**src/rtl/while_accum_seq.sv**
```systemverilog
// while_accum_seq: handshaked multi-cycle accumulator loop.
// Accepts A, B and COUNT on an IN_VALID/IN_READY handshake, increments an
// internal accumulator (starting at INIT) once per clock for COUNT cycles,
// then produces XOUT = (temp * A)[W-1:0] - B on an OUT_VALID/OUT_READY
// handshake.
// Optional build macro WHILE_ACCUM_SAT_EN: when defined, the final
// subtraction saturates at zero instead of wrapping.
module while_accum_seq #(
   parameter int W    = 8,
   parameter int CW   = 4,
   parameter int INIT = 1
) (
   input  logic          clk,
   input  logic          rst_n,
   input  logic          in_valid,
   output logic          in_ready,
   input  logic [W-1:0]  a,
   input  logic [W-1:0]  b,
   input  logic [CW-1:0] count,
   output logic [W-1:0]  xout,
   output logic          out_valid,
   input  logic          out_ready,
   output logic          busy
);

   typedef enum logic [1:0] {
      IDLE = 2'd0,
      LOOP = 2'd1,
      CALC = 2'd2,
      DONE = 2'd3
   } state_t;

   localparam logic [W-1:0]  INIT_W = W'(INIT);
   localparam logic [CW-1:0] ITER_ONE = CW'(1);
   localparam logic [W-1:0]  TEMP_ONE = W'(1);

   state_t        state_r;
   state_t        state_nxt_s;
   logic          accept_s;
   logic [W-1:0]  a_r;
   logic [W-1:0]  b_r;
   logic [W-1:0]  temp_r;
   logic [CW-1:0] iter_r;
   logic [W-1:0]  xout_r;
   logic          out_valid_r;
   logic          in_ready_r;
   logic          busy_r;

   // Final result: only the low W bits of the 2W-bit product are kept,
   // and those bits do not depend on the upper half, so a W-bit multiply
   // yields the same value.
   function automatic logic [W-1:0] calc_result(
      input logic [W-1:0] t,
      input logic [W-1:0] m,
      input logic [W-1:0] s
   );
      logic [W-1:0] p;
      p = t * m;
`ifdef WHILE_ACCUM_SAT_EN
      if (s > p) begin
         calc_result = {W{1'b0}};
      end else begin
         calc_result = p - s;
      end
`else
      calc_result = p - s;
`endif
   endfunction

   // Next-state logic and operand-accept decode.
   always_comb begin
      state_nxt_s = state_r;
      accept_s    = 1'b0;
      case (state_r)
         IDLE: begin
            if (in_valid) begin
               accept_s = 1'b1;
               if (count != {CW{1'b0}}) begin
                  state_nxt_s = LOOP;
               end else begin
                  state_nxt_s = CALC;
               end
            end else begin
               state_nxt_s = IDLE;
            end
         end
         LOOP: begin
            if (iter_r == ITER_ONE) begin
               state_nxt_s = CALC;
            end else begin
               state_nxt_s = LOOP;
            end
         end
         CALC: begin
            state_nxt_s = DONE;
         end
         DONE: begin
            if (out_ready) begin
               state_nxt_s = IDLE;
            end else begin
               state_nxt_s = DONE;
            end
         end
         default: begin
            state_nxt_s = IDLE;
         end
      endcase
   end

   // State register.
   always_ff @(posedge clk or negedge rst_n) begin
      if (!rst_n) begin
         state_r <= IDLE;
      end else begin
         state_r <= state_nxt_s;
      end
   end

   // Status outputs registered from the next state so they track the state.
   always_ff @(posedge clk or negedge rst_n) begin
      if (!rst_n) begin
         in_ready_r <= 1'b1;
         busy_r     <= 1'b0;
      end else begin
         in_ready_r <= (state_nxt_s == IDLE);
         busy_r     <= (state_nxt_s != IDLE);
      end
   end

   // Datapath: operand latch, loop accumulator, result and output valid.
   always_ff @(posedge clk or negedge rst_n) begin
      if (!rst_n) begin
         a_r         <= {W{1'b0}};
         b_r         <= {W{1'b0}};
         temp_r      <= {W{1'b0}};
         iter_r      <= {CW{1'b0}};
         xout_r      <= {W{1'b0}};
         out_valid_r <= 1'b0;
      end else begin
         case (state_r)
            IDLE: begin
               if (accept_s) begin
                  a_r    <= a;
                  b_r    <= b;
                  temp_r <= INIT_W;
                  iter_r <= count;
               end
            end
            LOOP: begin
               temp_r <= temp_r + TEMP_ONE;
               iter_r <= iter_r - ITER_ONE;
            end
            CALC: begin
               xout_r      <= calc_result(temp_r, a_r, b_r);
               out_valid_r <= 1'b1;
            end
            DONE: begin
               if (out_ready) begin
                  out_valid_r <= 1'b0;
               end
            end
            default: begin
               out_valid_r <= 1'b0;
            end
         endcase
      end
   end

   assign in_ready  = in_ready_r;
   assign busy      = busy_r;
   assign xout      = xout_r;
   assign out_valid = out_valid_r;

endmodule

```
**config.mk**
```make
export PLATFORM = sky130hd
export DESIGN_NAME = while_accum_seq
export DESIGN_NICKNAME = d
export VERILOG_FILES = /design/src/rtl/while_accum_seq.sv
export SDC_FILE = /design/constraint.sdc
export NUM_CORES = 1
export LEC_CHECK = 0
export CAP_MARGIN = 20
export CELL_PAD_IN_SITES_DETAIL_PLACEMENT = 0
export CELL_PAD_IN_SITES_GLOBAL_PLACEMENT = 1
export CORE_ASPECT_RATIO = 0.9
export CORE_UTILIZATION = 46
export DETAILED_ROUTE_END_ITERATION = 8
export PLACE_DENSITY = 0.89
export REMOVE_ABC_BUFFERS = 1
export SETUP_SLACK_MARGIN = 0.15
export SLEW_MARGIN = 20
export SYNTH_ARGS = -nofsm -noshare
export SYNTH_HDL_FRONTEND = slang
export SYNTH_SLANG_ARGS = --single-unit
```
**constraint.sdc**
```tcl
create_clock -name clk -period 7.3 [get_ports clk]
set_input_delay 1.095 -clock clk [delete_from_list [all_inputs] [get_ports clk]]
set_output_delay 1.095 -clock clk [all_outputs]
set_load 0.02 [all_outputs]
```
==> qor.csv <==
metric;value;unit
minimum clock period;3.93;ns
# H-tree levels;2;
Final Setup Violations;0;
Worst Setup Slack, final;3.37;ns
Register-to-Register Path Depth;14;
top_reg_cell synth;dfrtp_1;
VDD IR-drop max;0.172;mV
Worst R2R Setup Slack;3.37;ns
layout cells sized above 1;0.0602;
power density over the cells;517;nW/µm²
Final Cell Area;3380;µm²
Cell Area, Placed;3280;µm²
worst endpoint required time;7.52;ns
worst hold slack;0.482;ns
Syn Inst Count;321;
max_cap viols;0;
GRT Total Usage;0.178;
number of vias in the routed layout;2074;
Hold-fix buffers, CTS;0;
gr ovfl total;0;
setup total negative slack;0;ns
Placement Setup Slack;3.39;ns
clock-pin transition on the worst setup and hold timing paths;0.09;ns
Rows;27;
RSZ-0062 raised after global routing;no;
# DRC;0;
Initial DRC Count;58;
Leak;1.64;nW
Worst Max-Slew Pin Slew;0.969;ns
crit path launch type;flop;
IO Port Bufs;34;
fmax;0.255;GHz
Yosys top cell area share;0.343;
Antenna Nets Post-Route;0;
synth warn;0;
Final #Nets;414;
chip width;85.9;µm
largest net degree at the start of global routing;42;
Layout Skew;0.00609;ns
Max clock buf depth;2;
hold crit path type;reg2reg;
die outline area;6660;µm²
wire per inst;12.0;µm
Setup Crit Path Kind;reg2reg;
Synth Cell Area;2910;µm²
DR pass1 iterations;4;
routability congestion estimate;0.892;
vias in the first global route;1997;
Post-CTS Setup Repair Bufs;0;
CP max FO;11;
# IOs;35;
reg2reg start;temp_r[3];
Hold Violations, Final;0;
dpl hpwl;3.95;mm
clock buffer count from CTS;5;
Post-CTS Resized;0;
vias per inst;4.76;
drt total wl;5.25;mm
Die Ht;77.5;µm
CTS tree;done;
Yosys reg bits;41;
Clock Sinks;41;
CP endpoint;xout[7];
Pins Over Slew Limit;0;
unique cell type count in the Yosys netlist;41;
fin cells;436;
Synth area leaders;dfrtp_1, fa_1, ha_1, nand2_1, inv_1;
Post-synth EDFFs;0;
initial antenna violation count;0;
first-pass GRT wire length;9.16;mm
Area growth syn-to-layout;15.9;%
core area;6110;µm²
status;finished clean;
worst skew pair latency;0.30;ns
ANT cells;0;
register area share after synthesis;0.353;
largest area contributor in the synthesized netlist;dfrtp_1;
syn avg cell area;9.08;µm²
CP startpoint;temp_r[3];
Slew headroom;0.354;
Arrival @ worst endpoint;4.15;ns
ys async rst share;1.00;
Initial Utilization;0.477;
Placed Cells;428;
r2r endpoint;xout[7];
Filler Cell Count;559;
crit end category;flop;
crit share post-route;0.538;
clock root buffer;clkbuf_8;
area by class of cell:
class	count	area, µm²	area share
multi-input cells	220	1640	0.486
flip-flops and latches	41	1030	0.304
repair buffers	34	335	0.0993
inverters	46	173	0.0511
well taps	87	109	0.0322
clock buffers	5	68.8	0.0204
clock inverters	3	25.0	0.00741
metrics by stage:
stage               total power, mW   util
finish                         1.75  0.552
global route                   1.96  0.552
CTS                            1.78  0.552
detailed placement             1.61  0.537
global placement               1.56  0.537
floorplan                      1.32      -
critical path: stages (launching register included):
cell	delay, ns
dfrtp_1	0.53
nand2_1	0.14
fa_1	0.54
inv_1	0.05
fa_1	0.50
inv_1	0.05
fa_1	0.46
fa_1	0.54
inv_1	0.04
ha_1	0.30
inv_1	0.09
o21bai_1	0.07
a21oi_1	0.17
xnor3_1	0.23
o21ai_1	0.12
state kept, by name, indices dropped and copies added, names as in the netlist:
signal / count
temp_r: 8
out_valid: 1
in_ready: 1
state_r: 2
a_r: 8
iter_r: 4
busy: 1
b_r: 8
xout: 8
per-layer routing:
metal	GRT usage	wire, µm	share of wire
met5	0	0	0
met4	0.0600	68	0.013
met3	0.0319	138	0.026
met2	0.283	2490	0.47
met1	0.244	2550	0.49
synth_stat cells, types with 3 or more instances:
cell type   n
nand2_1    77
clkbuf_1    8
o21ai_0    21
inv_1      46
nand2b_1    3
xnor2_1    10
dfrtp_1    40
and2_1      8
xor2_1      5
mux2_2      3
ha_1       24
a21oi_1     5
fa_1       18
and2_2      3
nand3_1     8
nor2_1      8
cells in the final DEF (no fill, tap or decap), drive strengths merged, types with 2 or more instances in the layout:
| cell type | instances |
|---|---|
| nor2 | 8 |
| and2 | 11 |
| inv | 47 |
| a31oi | 2 |
| clkbuf | 5 |
| ha | 24 |
| xnor2 | 12 |
| o21a | 2 |
| nand4 | 2 |
| clkdlybuf4s50 | 33 |
| nand2b | 3 |
| mux2i | 2 |
| dfrtp | 40 |
| xor2 | 5 |
| a21oi | 5 |
| a21o | 2 |
| o21ai | 22 |
| nand2 | 80 |
| mux2 | 3 |
| nand3 | 8 |
| fa | 18 |
cell families (layout without fill, tap and decap cells):
kind of cell	Yosys count	in the layout	share of synthesized area
buffers and inverters	60	88	0.0846
adders and majority gates	42	42	0.227
xor gates and xnor gates	18	18	0.0640
DFF	41	41	0.353
AOI/OAI and AO/OA	38	38	0.0756
and+or+nand+nor	117	117	0.178
muxes	5	5	0.0185
power by group:
part           internal [mW]  switching [mW]  leakage, nW  total (mW)
Sequential             0.330           0.108        0.506       0.438
Clock                 0.0691          0.0894       0.0447       0.159
Combinational          0.552           0.599         1.09        1.15
worst min path at each step:
stage	from	end	slack (ns)	cells past startpoint
global route	xout[3]	xout[3]	0.51	2
detailed placement	xout[5]	xout[5]	0.47	2
global placement	xout[6]	xout[6]	0.46	2
CTS	xout[5]	xout[5]	0.49	2
finish	xout[5]	xout[5]	0.48	2
floorplan	a_r[7]	a_r[7]	0.45	2
Power figures use the tool's default switching activity.
